<file path="config.mk">
export PLATFORM = sky130hd
export DESIGN_NAME = thread_registers
export DESIGN_NICKNAME = d
export VERILOG_FILES = /design/src/rtl/gpu_pkg.sv /design/src/rtl/thread_registers.sv
export SDC_FILE = /design/constraint.sdc
export NUM_CORES = 1
export LEC_CHECK = 0
export CAP_MARGIN = 20
export CORE_MARGIN = 5
export CORE_UTILIZATION = 35
export DETAILED_ROUTE_END_ITERATION = 6
export RECOVER_POWER = 25
export SLEW_MARGIN = 20
export SYNTH_ARGS = -nofsm -noshare
export SYNTH_HDL_FRONTEND = slang
export SYNTH_SLANG_ARGS = --single-unit
export TNS_END_PERCENT = 20
</file>
<file path="constraint.sdc">
create_clock -name clk -period 4 [get_ports clk]
set_input_delay 0.4 -clock clk [delete_from_list [all_inputs] [get_ports clk]]
set_output_delay 0.4 -clock clk [all_outputs]
set_load 0.01 [all_outputs]
</file>
<file path="src/rtl/gpu_pkg.sv">
// gpu_pkg: definitions shared across the GPU core datapath blocks.
//   - core_state encoding (IDLE .. DONE)
//   - register write-back source select encoding
//   - indices of the read-only special registers
//   - even_parity(): even-parity bit of a value (zero-extended to 32 bits)
package gpu_pkg;

  localparam logic [2:0] CORE_IDLE    = 3'b000;
  localparam logic [2:0] CORE_FETCH   = 3'b001;
  localparam logic [2:0] CORE_DECODE  = 3'b010;
  localparam logic [2:0] CORE_REQUEST = 3'b011;
  localparam logic [2:0] CORE_WAIT    = 3'b100;
  localparam logic [2:0] CORE_EXECUTE = 3'b101;
  localparam logic [2:0] CORE_UPDATE  = 3'b110;
  localparam logic [2:0] CORE_DONE    = 3'b111;

  localparam logic [1:0] MUX_ARITHMETIC = 2'b00;
  localparam logic [1:0] MUX_MEMORY     = 2'b01;
  localparam logic [1:0] MUX_CONSTANT   = 2'b10;

  localparam logic [3:0] REG_GP_LAST   = 4'd12;
  localparam logic [3:0] REG_BLOCK_ID  = 4'd13;
  localparam logic [3:0] REG_BLOCK_DIM = 4'd14;
  localparam logic [3:0] REG_THREAD_ID = 4'd15;

  // Bit that makes the total number of ones (data + bit) even.
  function automatic logic even_parity(input logic [31:0] d);
    return ^d;
  endfunction

endpackage

</file>
<file path="src/rtl/thread_registers.sv">
// thread_registers: 16-entry per-thread register file feeding the thread
// ALU/LSU. R0-R12 general purpose, R13 block index (tracks block_id),
// R14 block size, R15 thread index. Operands are read in REQUEST and
// results written back in UPDATE.
//
// Ports:
//   clk, reset (async, active-low), enable (low freezes all state)
//   block_id            : current block index, copied into R13 each enabled edge
//   core_state          : core FSM state
//   decoded_rd/rs/rt_address, decoded_reg_write_enable,
//   decoded_reg_input_mux, decoded_immediate : decoded instruction fields
//   alu_out, lsu_out    : write-back data sources
//   rs, rt              : registered operands (hold between REQUESTs)
//   parity_error        : sticky parity fault
//
// Build option: define THREAD_REGISTERS_PARITY_EN to store an even-parity bit
// per register and check it on reads; otherwise parity_error is tied to 0.
module thread_registers
  import gpu_pkg::*;
#(
  parameter int THREADS_PER_BLOCK = 4,
  parameter int THREAD_ID         = 0,
  parameter int DATA_BITS         = 8
) (
  input  logic                 clk,
  input  logic                 reset,
  input  logic                 enable,
  input  logic [7:0]           block_id,
  input  logic [2:0]           core_state,
  input  logic [3:0]           decoded_rd_address,
  input  logic [3:0]           decoded_rs_address,
  input  logic [3:0]           decoded_rt_address,
  input  logic                 decoded_reg_write_enable,
  input  logic [1:0]           decoded_reg_input_mux,
  input  logic [7:0]           decoded_immediate,
  input  logic [DATA_BITS-1:0] alu_out,
  input  logic [DATA_BITS-1:0] lsu_out,
  output logic [DATA_BITS-1:0] rs,
  output logic [DATA_BITS-1:0] rt,
  output logic                 parity_error
);

  localparam logic [DATA_BITS-1:0] BLOCK_DIM_VAL = DATA_BITS'(THREADS_PER_BLOCK);
  localparam logic [DATA_BITS-1:0] THREAD_ID_VAL = DATA_BITS'(THREAD_ID);

  logic [DATA_BITS-1:0] regs [16];

  // Write-back value selection; reserved mux code and special-register
  // destinations suppress the write.
  logic                 wr_en;
  logic [DATA_BITS-1:0] wr_data;

  always_comb begin
    wr_en   = 1'b0;
    wr_data = '0;
    if (core_state == CORE_UPDATE && decoded_reg_write_enable &&
        decoded_rd_address <= REG_GP_LAST) begin
      case (decoded_reg_input_mux)
        MUX_ARITHMETIC: begin wr_en = 1'b1; wr_data = alu_out; end
        MUX_MEMORY:     begin wr_en = 1'b1; wr_data = lsu_out; end
        MUX_CONSTANT:   begin wr_en = 1'b1; wr_data = DATA_BITS'(decoded_immediate); end
        default:        begin wr_en = 1'b0; wr_data = '0; end
      endcase
    end
  end

  always_ff @(posedge clk or negedge reset) begin
    if (!reset) begin
      for (int i = 0; i <= int'(REG_GP_LAST); i++) regs[i] <= '0;
      regs[REG_BLOCK_ID]  <= '0;
      regs[REG_BLOCK_DIM] <= BLOCK_DIM_VAL;
      regs[REG_THREAD_ID] <= THREAD_ID_VAL;
      rs <= '0;
      rt <= '0;
    end else if (enable) begin
      // R13 follows block_id regardless of core_state; a REQUEST in the same
      // cycle sees the value from before this edge.
      regs[REG_BLOCK_ID] <= DATA_BITS'(block_id);
      if (core_state == CORE_REQUEST) begin
        rs <= regs[decoded_rs_address];
        rt <= regs[decoded_rt_address];
      end
      if (wr_en) regs[decoded_rd_address] <= wr_data;
    end
  end

`ifdef THREAD_REGISTERS_PARITY_EN
  logic par [16];
  logic rd_par_bad;

  assign rd_par_bad =
    (even_parity(32'(regs[decoded_rs_address])) != par[decoded_rs_address]) ||
    (even_parity(32'(regs[decoded_rt_address])) != par[decoded_rt_address]);

  always_ff @(posedge clk or negedge reset) begin
    if (!reset) begin
      for (int i = 0; i <= int'(REG_GP_LAST); i++) par[i] <= 1'b0;
      par[REG_BLOCK_ID]  <= 1'b0;
      par[REG_BLOCK_DIM] <= even_parity(32'(BLOCK_DIM_VAL));
      par[REG_THREAD_ID] <= even_parity(32'(THREAD_ID_VAL));
      parity_error <= 1'b0;
    end else if (enable) begin
      par[REG_BLOCK_ID] <= even_parity(32'(block_id));
      if (wr_en) par[decoded_rd_address] <= even_parity(32'(wr_data));
      if (core_state == CORE_REQUEST && rd_par_bad) parity_error <= 1'b1;
    end
  end
`else
  assign parity_error = 1'b0;
`endif

endmodule

</file>
Word level (Yosys, flattened, before mapping)
Index checks and enable logic that the tools add are counted. W data, S select, Z words.

Register bits after elaboration: 144. Bits of input ports: 53. Output and inout port bits: 17. Logic and storage cells: 51.

Magnitude comparators: 5. Equality and inequality tests: 4. Mux-type cells: 14. Bitwise logic cells: 3. Reductions and logical operators: 7.

Operators by type and width (number): $bwmux W128 (1); $bmux W8 S4 (2); $mux W8 (6); $demux W8 S4 (1); $mux W24 (1); $pmux W8 S3 (1); $ge A5 B5 Y1 const B (3); $not A4 Y5 (3); $lt A5 B1 Y1 const B (1); $le A4 B4 Y1 const B (1); $reduce_and A2 Y1 (2); $eq A3 B2 Y1 const B (1); $eq A3 B3 Y1 const B (1); $logic_and A1 B1 Y1 (3); $reduce_or A3 Y1 (1); $eq A2 B1 Y1 const B (1); $eq A2 B2 Y1 const B (1); $logic_not A2 Y1 (1); $mux W1 (2).

Longest topological paths before layout
Depth after elaboration: 7. Depth in mapped cells: 8.

Least setup slack after synthesis
OpenSTA, ideal clock, no wires.

Path type: input port to flip-flop. From: input decoded_rs_address[0]. To: register rs[1]. Setup time: 0.124 ns. Arrival time: 1.674 ns. Data required time: 3.876 ns. Path slack: 2.202 ns. Cell stages on the path: 6. Path through: buf_6 buf_6 buf_2 mux4_2 o211ai_1 nand2_1.

Longest elaborated chain between the ends: 4.

Ends and longest elaborated chain: from (decl) (RTL line thread_registers.sv:31) `input logic [3:0] decoded_rs_address,`; $not A4 Y5 (implied by the code) (RTL line thread_registers.sv:80) `rs <= regs[decoded_rs_address];`; $bmux W8 S4 (RTL line thread_registers.sv:80); $mux W8 (implied by the code) (2 in a row) (RTL line thread_registers.sv:80); to (signal assigned) (RTL line thread_registers.sv:80); to (decl) (RTL line thread_registers.sv:38) `output logic [DATA_BITS-1:0] rs,`.

Every way passes these cells. The select of a mux whose other input is x is not followed. A chain may end at the register's enable or synchronous reset.

Final worst setup path
From: input decoded_reg_input_mux[1]. To: register regs[70] (netlist name).

Longest elaborated chain between the ends: 5. Elaborated cells on any way between the ends: 10. Those cells by class: eq/ne: 2; mux: 5; reduce/logical: 3.

Ends and longest elaborated chain: from (decl) (RTL line thread_registers.sv:34) `input logic [1:0] decoded_reg_input_mux,`; $eq A2 B2 Y1 (tied with other cells) (RTL line thread_registers.sv:58) `case (decoded_reg_input_mux)`; $reduce_or A3 Y1 (no source line); $mux W1 (RTL line thread_registers.sv:58); $mux W1 (RTL line thread_registers.sv:56) `if (core_state == CORE_UPDATE && decoded_reg_write_enable &&`; $reduce_and A2 Y1 (no source line); to (signal, indexed assignment) (RTL line thread_registers.sv:78) `regs[REG_BLOCK_ID] <= DATA_BITS'(block_id);`; to (signal, indexed assignment) (RTL line thread_registers.sv:83) `if (wr_en) regs[decoded_rd_address] <= wr_data;`; to (decl) (RTL line thread_registers.sv:46) `logic [DATA_BITS-1:0] regs [16];`.

Several ways; a longest one is shown, not always the timed one.

==> results.toml <==
[global_route]
grt-ovfl-total = 0
antenna_found_initial = 0
grt_pass1_vias = 5425
grt_pass1_wl_mm = 32.1
grt_max_degree = 95
grt_use_total = 0.162

[critical_path]
critPathKind = "in -> reg"
arrival_ns = 2.88
r2r_slack_ns = 2.37
r2r_cells = 3
cp.required_ns = 4.35
cp-start-kind = "primary input"
critical_path.endpoint_type = "register"
critPathMaxFanout = 13
startpoint = "decoded_reg_input_mux[1]"
timing.rr.start = "regs[17]"
endpoint = "regs[70]"
r2r_end = "rt[1]"

[detailed_routing]
final_antenna_net_count = 0
wire_per_inst_um = 22.9
first_iter_violations = 329
wirelength_met1_mm = 8.41
totalWireLength_mm = 20.1
wl_met3_um = 847
num_vias = 4910
dr.pass1.iters = 4
drcViolationCount = 0
wl_met2_mm = 10.5
routed_via_density = 5.60
highest_layer = "met4"

[sta]
rsz0062_at_grt = "no"
timing.final.crit_period_ns = 2.52
finClkSkew_ns = 0.00733
slew_headroom = -0.587
fmax_mhz = 396
setup-tns-final_ns = 0
layout_worst_path_cycle_share = 0.631
slew_violations = 95
hold_violations = 0
setup_viol_count_final = 0
worst_pin_slew_ns = 2.38

[clock_tree]
clk_pin_slew_worst_paths_ns = 0.05
cts.sinks = 144
ctsResizeCount = 0
cts_setup_buffers = 0
postCtsHoldBufs = 0
h-tree-depth = 4
clockRootBuffer = "clkbuf_16"
cts_tree = "built"
clock_latency_ns = 0.42
clk_path_buf_depth = 2
cts_made_buffers = 17

[synthesis]
postSynthCellCount = 547
synth_area_um2 = 7800
yosys_warnings = 0
synth-seq-cells = 144
yosys.area.top_type = "dfrtp_1"
syn_nets = 600
async_reset_ff_frac = 1.00
yosysTopAreaCellShare = 0.459
synth_seq_area_share = 0.462
yosysMostFrequentCell = "dfrtp_1"
synthDistinctLibCells = 43
yosys-top-cells-count = "143 x dfrtp_1, 114 x mux2_2, 38 x mux4_2"
synth.area.top_cells = "dfrtp_1 46%, mux2_2 16%, mux4_2 11%"
synth_edf_count = 0
synth_flop_cell = "dfrtp_1"
synth.avg_cell_area_um2 = 14.3

[power_and_ir_drop]
ir_drop_v = 0.000213
p_leak_nw = 4.23
p_per_area_nw_per_um2 = 376

[finish]
fin_cells = 877
final_nets = 638
drive_gt1_frac = 0.369
num_antenna_cells = 0
area.growth.synth_to_final_pct = 17.2
post-route-cell-area_um2 = 9140

[floorplanning]
die_h_um = 159
core_area_um2 = 21900
io_pins = 70
start_util = 0.356
rows = 54
die_w_um = 159
fp.dieArea_um2 = 25400

[placement]
numPortBuffers = 68
dp.cells = 846
dpl.hpwl_mm = 13.9
gp_congestion = 0.781
dpl_cell_area_um2 = 8540

[job]
drv_cap = 1

[run_status]
violations = "max-capacitance violations, max-slew violations"
status = "finished with violations"

[min_path]
hold_path.class = "reg -> reg"
[area by class of cell]
type | instances | area (um^2)
flip-flops and latches | 144 | 3600
multi-input cells | 344 | 3860
clock inverters | 11 | 138
inverters | 3 | 11.3
clock buffers | 20 | 467
fillers | 2031 | 12700
repair buffers | 75 | 708
well taps | 280 | 350
[power by group]
group          switching (mW)  total [mW]  internal, mW
registers              0.0197        1.50          1.49
clock network           0.601        1.62          1.02
logic                   0.157       0.311         0.154
total                   0.777        3.44          2.66
[registers in the layout (all words and copies together) (netlist names)]
name / count
rs: 8
rt: 8
regs: 128
[routing by layer]
metal | vias up | global-route usage
met5 | - | 0
met4 | 0 | 0.0496
met2 | 118 | 0.269
met3 | 26 | 0.0370
li1 | 2152 | -
met1 | 2614 | 0.213
[worst min-delay path by stage]
stage                  start        to  slack, ns  depth (start not counted)
finish              regs[10]  regs[10]       0.39                          0
global route        regs[10]  regs[10]       0.40                          0
CTS                    reset  regs[19]       0.10                          1
detailed placement  regs[10]  regs[10]       0.37                          0
global placement    regs[10]  regs[10]       0.36                          0
floorplan              reset   regs[0]       0.10                          0
[metrics by stage]
stage	utilization	hold WS, ns	power, mW	setup slack, ns
floorplan	-	0.104	1.69	2.20
global placement	0.390	0.364	1.84	1.11
detailed placement	0.390	0.368	1.85	1.02
CTS	0.418	0.104	3.48	1.46
global route	0.418	0.403	3.56	1.35
finish	0.418	0.389	3.44	1.48
[layout by cell type, fill, tap and decap left out, types with 4 or more instances in the layout]
master	synthesis	routed
a22oi_1	16	16
mux2_2	114	114
nor2b_1	7	7
mux4_2	38	38
a221o_1	7	7
mux2i_1	34	34
nand2_1	32	32
mux2_1	10	10
o211ai_1	7	7
or2_2	8	8
clkinv_2	0	6
a21boi_2	8	8
nand3_1	5	5
mux4_1	15	15
dfrtp_1	143	143
nor3_1	5	5
clkdlybuf4s50_1	0	63
nor2_1	13	13
buf_2	14	4
buf_4	11	7
clkbuf_16	0	17
[critical path: stages]
cell and delay (ns):
clkdlybuf4s50_1 0.68, and2_4 0.34, a311oi_2 0.48, a21boi_2 0.68, mux2_2 0.29
[cell families after synthesis]
family / synth area share
multiplexers: 0.383
flip-flops: 0.462
AND/OR/NAND/NOR: 0.0635
buffers and inverters: 0.0428
AO/OA/AOI/OAI: 0.0484
other: 0.000481
Power figures use the tool's default switching activity.
